==> config.mk <==
export PLATFORM = sky130hd
export DESIGN_NAME = imem_loader
export DESIGN_NICKNAME = d
export VERILOG_FILES = /design/src/rtl/imem_loader_pkg.sv /design/src/rtl/imem_loader_word_assembler.sv /design/src/rtl/imem_loader.sv
export SDC_FILE = /design/constraint.sdc
export NUM_CORES = 1
export LEC_CHECK = 0
export BUFFER_PORTS_ARGS = -buffer_cell sky130_fd_sc_hd__buf_4
export CAP_MARGIN = 20
export CORE_UTILIZATION = 38
export CTS_CLUSTER_DIAMETER = 50
export DETAILED_ROUTE_END_ITERATION = 8
export GPL_ROUTABILITY_DRIVEN = 0
export MAX_ROUTING_LAYER = met4
export PLACE_DENSITY = 0.59
export SYNTH_ARGS = -nofsm -noshare
export SYNTH_HDL_FRONTEND = slang
export SYNTH_SLANG_ARGS = --single-unit
==> constraint.sdc <==
create_clock -name clk -period 3.9 [get_ports clk]
set_clock_uncertainty 0.2 [all_clocks]
set_input_delay 0.195 -clock clk [delete_from_list [all_inputs] [get_ports clk]]
set_output_delay 0.195 -clock clk [all_outputs]
set_load 0.02 [all_outputs]
==> src/rtl/imem_loader_pkg.sv <==
// Shared FSM states and frame-format constants for the instruction-memory loader.
// The CHK state only exists when IMEM_LOADER_CHECKSUM_EN is defined.
package imem_loader_pkg;
  localparam int HDR_LEN        = 2;
  localparam int BYTES_PER_WORD = 4;
  localparam int WCNT_W         = 17;

  typedef enum logic [2:0] {
    LEN0,
    LEN1,
    DATA,
`ifdef IMEM_LOADER_CHECKSUM_EN
    CHK,
`endif
    FIN
  } state_e;
endpackage

==> src/rtl/imem_loader_word_assembler.sv <==
// Packs four payload bytes little-endian into a word; word_valid_o pulses the
// cycle after the fourth byte and word_o holds that word for the pulse.
module word_assembler
  import imem_loader_pkg::*;
(
  input  logic        clk,
  input  logic        rst,
  input  logic        byte_vld_i,
  input  logic [7:0]  byte_i,
  output logic        last_o,
  output logic        word_valid_o,
  output logic [31:0] word_o
);
  logic [1:0]  cnt_q;
  logic [31:0] sr_q;
  logic        wv_q;

  assign last_o       = (cnt_q == 2'(BYTES_PER_WORD - 1));
  assign word_valid_o = wv_q;
  assign word_o       = sr_q;

  always_ff @(posedge clk or negedge rst) begin
    if (!rst) begin
      cnt_q <= '0;
      sr_q  <= '0;
      wv_q  <= 1'b0;
    end else begin
      wv_q <= byte_vld_i && last_o;
      if (byte_vld_i) begin
        sr_q  <= {byte_i, sr_q[31:8]};
        cnt_q <= cnt_q + 2'd1;
      end
    end
  end
endmodule

==> src/rtl/imem_loader.sv <==
// Byte-stream boot loader: LEN_LO, LEN_HI, 4*N payload bytes written to imem.
// Optional trailing XOR checksum byte when IMEM_LOADER_CHECKSUM_EN is defined.
module imem_loader
  import imem_loader_pkg::*;
#(
  parameter int ADDR_W = 10,
  parameter int DEPTH  = 1024
) (
  input  logic              clk,
  input  logic              rst,
  input  logic              s_valid,
  input  logic [7:0]        s_data,
  output logic              s_ready,
  output logic              mem_we,
  output logic [ADDR_W-1:0] mem_addr,
  output logic [31:0]       mem_wdata,
  output logic              cpu_hold,
  output logic              done,
  output logic              err
);
  localparam logic [WCNT_W-1:0] DEPTH_C = WCNT_W'(DEPTH);
`ifdef IMEM_LOADER_CHECKSUM_EN
  localparam state_e POST_DATA = CHK;
`else
  localparam state_e POST_DATA = FIN;
`endif

  state_e            state_q, state_d;
  logic              rdy_q;
  logic [7:0]        len_lo_q;
  logic [15:0]       len_q;
  logic [WCNT_W-1:0] wacc_q, widx_q;
  logic              err_q, err_d;
  logic              acc, pay_acc, asm_last, word_vld;
  logic [31:0]       word;
`ifdef IMEM_LOADER_CHECKSUM_EN
  logic [7:0]        xor_q;
`endif

  // rdy_q keeps s_ready low through reset and the edge it is released on
  assign s_ready   = rdy_q && (state_q != FIN);
  assign acc       = s_valid && s_ready;
  assign pay_acc   = acc && (state_q == DATA);
  assign cpu_hold  = (state_q != LEN0);
  assign done      = (state_q == FIN);
  assign err       = err_q;
  assign mem_we    = word_vld && (widx_q < DEPTH_C);
  assign mem_addr  = widx_q[ADDR_W-1:0];
  assign mem_wdata = word;

  word_assembler u_asm (
    .clk          (clk),
    .rst          (rst),
    .byte_vld_i   (pay_acc),
    .byte_i       (s_data),
    .last_o       (asm_last),
    .word_valid_o (word_vld),
    .word_o       (word)
  );

  always_comb begin
    state_d = state_q;
    err_d   = err_q;
    case (state_q)
      LEN0: if (acc) begin
        state_d = LEN1;
        err_d   = 1'b0;
      end
      LEN1: if (acc) state_d = ({s_data, len_lo_q} == 16'd0) ? POST_DATA : DATA;
      DATA: if (pay_acc && asm_last) begin
        // flag overflow on the completing byte so err is valid in FIN
        if (wacc_q >= DEPTH_C) err_d = 1'b1;
        if (wacc_q + 17'd1 == {1'b0, len_q}) state_d = POST_DATA;
      end
`ifdef IMEM_LOADER_CHECKSUM_EN
      CHK: if (acc) begin
        if (s_data != xor_q) err_d = 1'b1;
        state_d = FIN;
      end
`endif
      FIN:     state_d = LEN0;
      default: state_d = LEN0;
    endcase
  end

  always_ff @(posedge clk or negedge rst) begin
    if (!rst) begin
      state_q  <= LEN0;
      rdy_q    <= 1'b0;
      len_lo_q <= '0;
      len_q    <= '0;
      wacc_q   <= '0;
      widx_q   <= '0;
      err_q    <= 1'b0;
`ifdef IMEM_LOADER_CHECKSUM_EN
      xor_q    <= '0;
`endif
    end else begin
      state_q <= state_d;
      err_q   <= err_d;
      rdy_q   <= 1'b1;
      if (acc && state_q == LEN0) begin
        len_lo_q <= s_data;
        wacc_q   <= '0;
        widx_q   <= '0;
`ifdef IMEM_LOADER_CHECKSUM_EN
        xor_q    <= '0;
`endif
      end
      if (acc && state_q == LEN1) len_q <= {s_data, len_lo_q};
      if (pay_acc && asm_last)    wacc_q <= wacc_q + 17'd1;
      if (word_vld)               widx_q <= widx_q + 17'd1;
`ifdef IMEM_LOADER_CHECKSUM_EN
      if (pay_acc)                xor_q <= xor_q ^ s_data;
`endif
    end
  end
endmodule

==> metrics.log <==
INFO  metric hp-start = u_asm.cnt_q[0]
INFO  metric layout.nets = 508
INFO  metric maxClockFrequency = 0.321 GHz
INFO  metric post_synth_instance_area = 0.00485 mm^2
INFO  metric firstDrtPassIters = 4
INFO  metric synth.area.top_cells = sky130_fd_sc_hd__dfrtp_1, sky130_fd_sc_hd__mux2_2, sky130_fd_sc_hd__o21ai_0, sky130_fd_sc_hd__xnor2_1, sky130_fd_sc_hd__nand2_1
INFO  metric cts.repair_timing.setup_buffer_count = 0
INFO  metric max-cap-violations = 0
INFO  metric rows = 40
INFO  metric globalRouteOverflowTotal = 0
INFO  metric setup_violations = 0
INFO  metric clock_tree_buf_depth = 2
INFO  metric cp-startpoint = wacc_q[0]
INFO  metric holdCritPathClass = reg -> reg
INFO  metric grt_pass1_wl = 17200 um
INFO  metric cts-resized-gates = 0
INFO  metric clock_pin_transition_on_the_worst_setup_and_hold_timing_paths = 0.07 ns
INFO  metric boundaryPins = 58
INFO  metric max_slew.worst_pin.slew = 0.955 ns
INFO  metric dominantRegCellSynth = sky130_fd_sc_hd__dfrtp_1
INFO  metric regToRegEndpoint = state_q[0]
INFO  metric critical_path_arrival = 3.14 ns
INFO  metric fp.dieH = 115 um
INFO  metric cts-buffers-inserted = 9
INFO  metric diodes = 0
INFO  metric final_max_slew_viol_count = 0
INFO  metric grt_pass1_vias = 3383
INFO  metric yosysSeqAreaShare = 0.501
INFO  metric cp-endpoint = state_q[0]
INFO  metric setup_tns = 0 ns
INFO  metric antenna_found_initial = 0
INFO  metric reg2regPathDepth = 7
INFO  metric reg2reg_setup_slack = 0.78 ns
INFO  metric fin_area = 0.00578 mm^2
INFO  metric post_route_minimum_period = 3.12 ns
INFO  metric synth.yosys.warnings = 0
INFO  metric timing.slew.headroom = 0.363
INFO  metric pwr_density_cell = 718 mW/mm^2
INFO  metric detailroute.via_count = 3407
INFO  metric synthDistinctLibCells = 51
INFO  metric syn2layout_area_growth = 19.4%
INFO  metric hold_depth = 1
INFO  metric status = finished clean
INFO  metric floorplan.initialDensity = 0.397
INFO  metric synth_top_area_cell = sky130_fd_sc_hd__dfrtp_1
INFO  metric postRouteAntennaNets = 0
INFO  metric critical_path.reg2reg.startpoint = wacc_q[0]
INFO  metric routedWlPerCell = 15.1 um
INFO  metric drt_iter0_drc = 152
INFO  metric h-tree-depth = 3
INFO  metric die_w = 115 um
INFO  metric leakagePower = 2.64 nW
INFO  metric register_bit_total_from_synthesis = 97
INFO  metric cts.sink_count = 97
INFO  metric drive_gt1_frac = 0.296
INFO  metric grt_start_max_net_pins = 76
INFO  metric routed_wl = 10000 um
INFO  metric timing.final.hold_violations = 0
INFO  metric synthesized_area_divided_by_synthesized_cell_count = 11.0 um^2
INFO  metric postSynthCellCount = 441
INFO  metric cts-hold-fix-buffers = 9
INFO  metric global_routing_usage_summed_across_all_routing_layers = 0.171
INFO  metric crit_path_max_fanout = 10
INFO  metric floorplan.die_area = 0.0132 mm^2
INFO  metric synth_enable_flop_cells = 0
INFO  metric post_dp_cell_area = 0.00534 mm^2
INFO  metric final.period_utilization = 0.800
INFO  metric clock_latency_late_sink = 0.34 ns
INFO  metric critical_path_class = reg -> reg
INFO  metric unrepaired_setup_endpoints_after_global_routing = false
INFO  metric place.detailed.hpwl = 7030 um
INFO  metric placeable_core_region = 0.0122 mm^2
INFO  metric port-buffer-count = 57
INFO  metric worstPathRequired = 3.92 ns
INFO  metric ir_worst_vdd = 516 uV
INFO  metric net_count_synth = 460
INFO  metric via_per_inst = 5.15
INFO  metric clk_root_buffer_cell = sky130_fd_sc_hd__clkbuf_16
INFO  metric timing.critical_path.to_type = flip-flop
INFO  metric synth_largest_type_area_fraction = 0.501
INFO  metric setup.worst_path.start_class = flip-flop
INFO  metric synthArstFlopShare = 1.00
INFO  metric cts_tree = done
INFO  metric route.detailed.drc = 0
-- logic make-up after synthesis --
group / synth area share
buf+inv: 0.0444
other cells: 0.000774
flops: 0.501
mux: 0.155
compound gates: 0.0888
fa+ha+maj: 0.0207
xor+xnor: 0.0434
simple gates: 0.146
-- placed cells by master, fill, tap and decap left out, types with 6 or more instances in the layout --
cell / synthesis / final
sky130_fd_sc_hd__nor2_1: 21 / 21
sky130_fd_sc_hd__nor2b_1: 6 / 6
sky130_fd_sc_hd__nor4_1: 10 / 10
sky130_fd_sc_hd__xor2_1: 8 / 8
sky130_fd_sc_hd__nor3_1: 6 / 6
sky130_fd_sc_hd__ha_1: 8 / 8
sky130_fd_sc_hd__dlygate4sd3_1: 0 / 9
sky130_fd_sc_hd__dfrtp_1: 97 / 97
sky130_fd_sc_hd__xnor2_1: 16 / 16
sky130_fd_sc_hd__buf_4: 11 / 61
sky130_fd_sc_hd__nand2_1: 35 / 35
sky130_fd_sc_hd__mux2_2: 58 / 58
sky130_fd_sc_hd__nand3_1: 16 / 16
sky130_fd_sc_hd__and3_1: 6 / 6
sky130_fd_sc_hd__nand4_1: 9 / 9
sky130_fd_sc_hd__mux2i_1: 6 / 6
sky130_fd_sc_hd__o21ai_0: 35 / 35
sky130_fd_sc_hd__clkbuf_16: 0 / 9
sky130_fd_sc_hd__a21oi_1: 13 / 13
sky130_fd_sc_hd__inv_1: 12 / 12
-- routing by layer --
layer	GRT usage	vias to the layer above	routed length, um
met5	-	-	0
met4	0.0623	0	157
met3	0.0306	15	321
met2	0.260	68	4640
met1	0.227	1668	4880
li1	-	1656	-
-- registers in the layout, summed over array words and instances (netlist names) --
signal,count
u_asm.word_valid_o,1
rdy_q,1
state_q,2
u_asm.word_o,32
len_q,16
widx_q,17
err,1
len_lo_q,8
wacc_q,17
u_asm.cnt_q,2
-- cell usage after synthesis (all sizes together), types with 11 or more instances --
cell and n:
o21ai 35, buf 15, nand4 11, clkbuf 18
nor2 21, nand2 35, nand3 16, inv 12
a21oi 13, nor4 11, mux2 61, xnor2 16
dfrtp 97
-- layout make-up --
| cell class | count | area, um^2 |
|---|---|---|
| clock buffers | 9 | 225 |
| multi-input cells | 299 | 2200 |
| clock inverters | 7 | 125 |
| inverters | 12 | 45.0 |
| fillers | 1182 | 6430 |
| well taps | 168 | 210 |
| flip-flops and latches | 97 | 2430 |
| repair buffers | 70 | 548 |
-- stage by stage --
step,utilization,instances,setup slack (ns),power (mW),hold WS [ns]
2_1_floorplan,-,441,1.14,2.63,-0.301
3_3_place_gp,0.438,637,0.922,3.13,0.194
3_5_place_dp,0.438,637,0.839,3.16,0.205
4_1_cts,0.474,662,0.822,4.21,0.287
5_1_grt,0.474,662,0.513,4.42,0.321
6_report,0.474,662,0.780,4.15,0.280
-- worst min-delay path by stage --
stage,slack (ns),end
2_1_floorplan,-0.30,err
3_3_place_gp,0.19,wacc_q[7]
3_5_place_dp,0.21,wacc_q[5]
4_1_cts,0.29,u_asm.cnt_q[0]
5_1_grt,0.32,u_asm.cnt_q[0]
6_report,0.28,u_asm.cnt_q[0]
-- critical path, cell delays in order (launching register included) --
cell,delay (ns)
sky130_fd_sc_hd__dfrtp_1,0.50
sky130_fd_sc_hd__ha_1,0.32
sky130_fd_sc_hd__nand3_1,0.32
sky130_fd_sc_hd__nor4_1,0.59
sky130_fd_sc_hd__xnor2_1,0.18
sky130_fd_sc_hd__nand4_1,0.13
sky130_fd_sc_hd__o41ai_2,0.38
sky130_fd_sc_hd__mux2_1,0.36
-- power by group --
part	leakage [nW]	total, mW	switching (mW)	internal, mW
Clock	0.164	1.02	0.386	0.633
Combinational	1.22	1.45	0.714	0.734
Sequential	1.25	1.69	0.316	1.37
No activity file was read; power rests on OpenSTA's default activity.
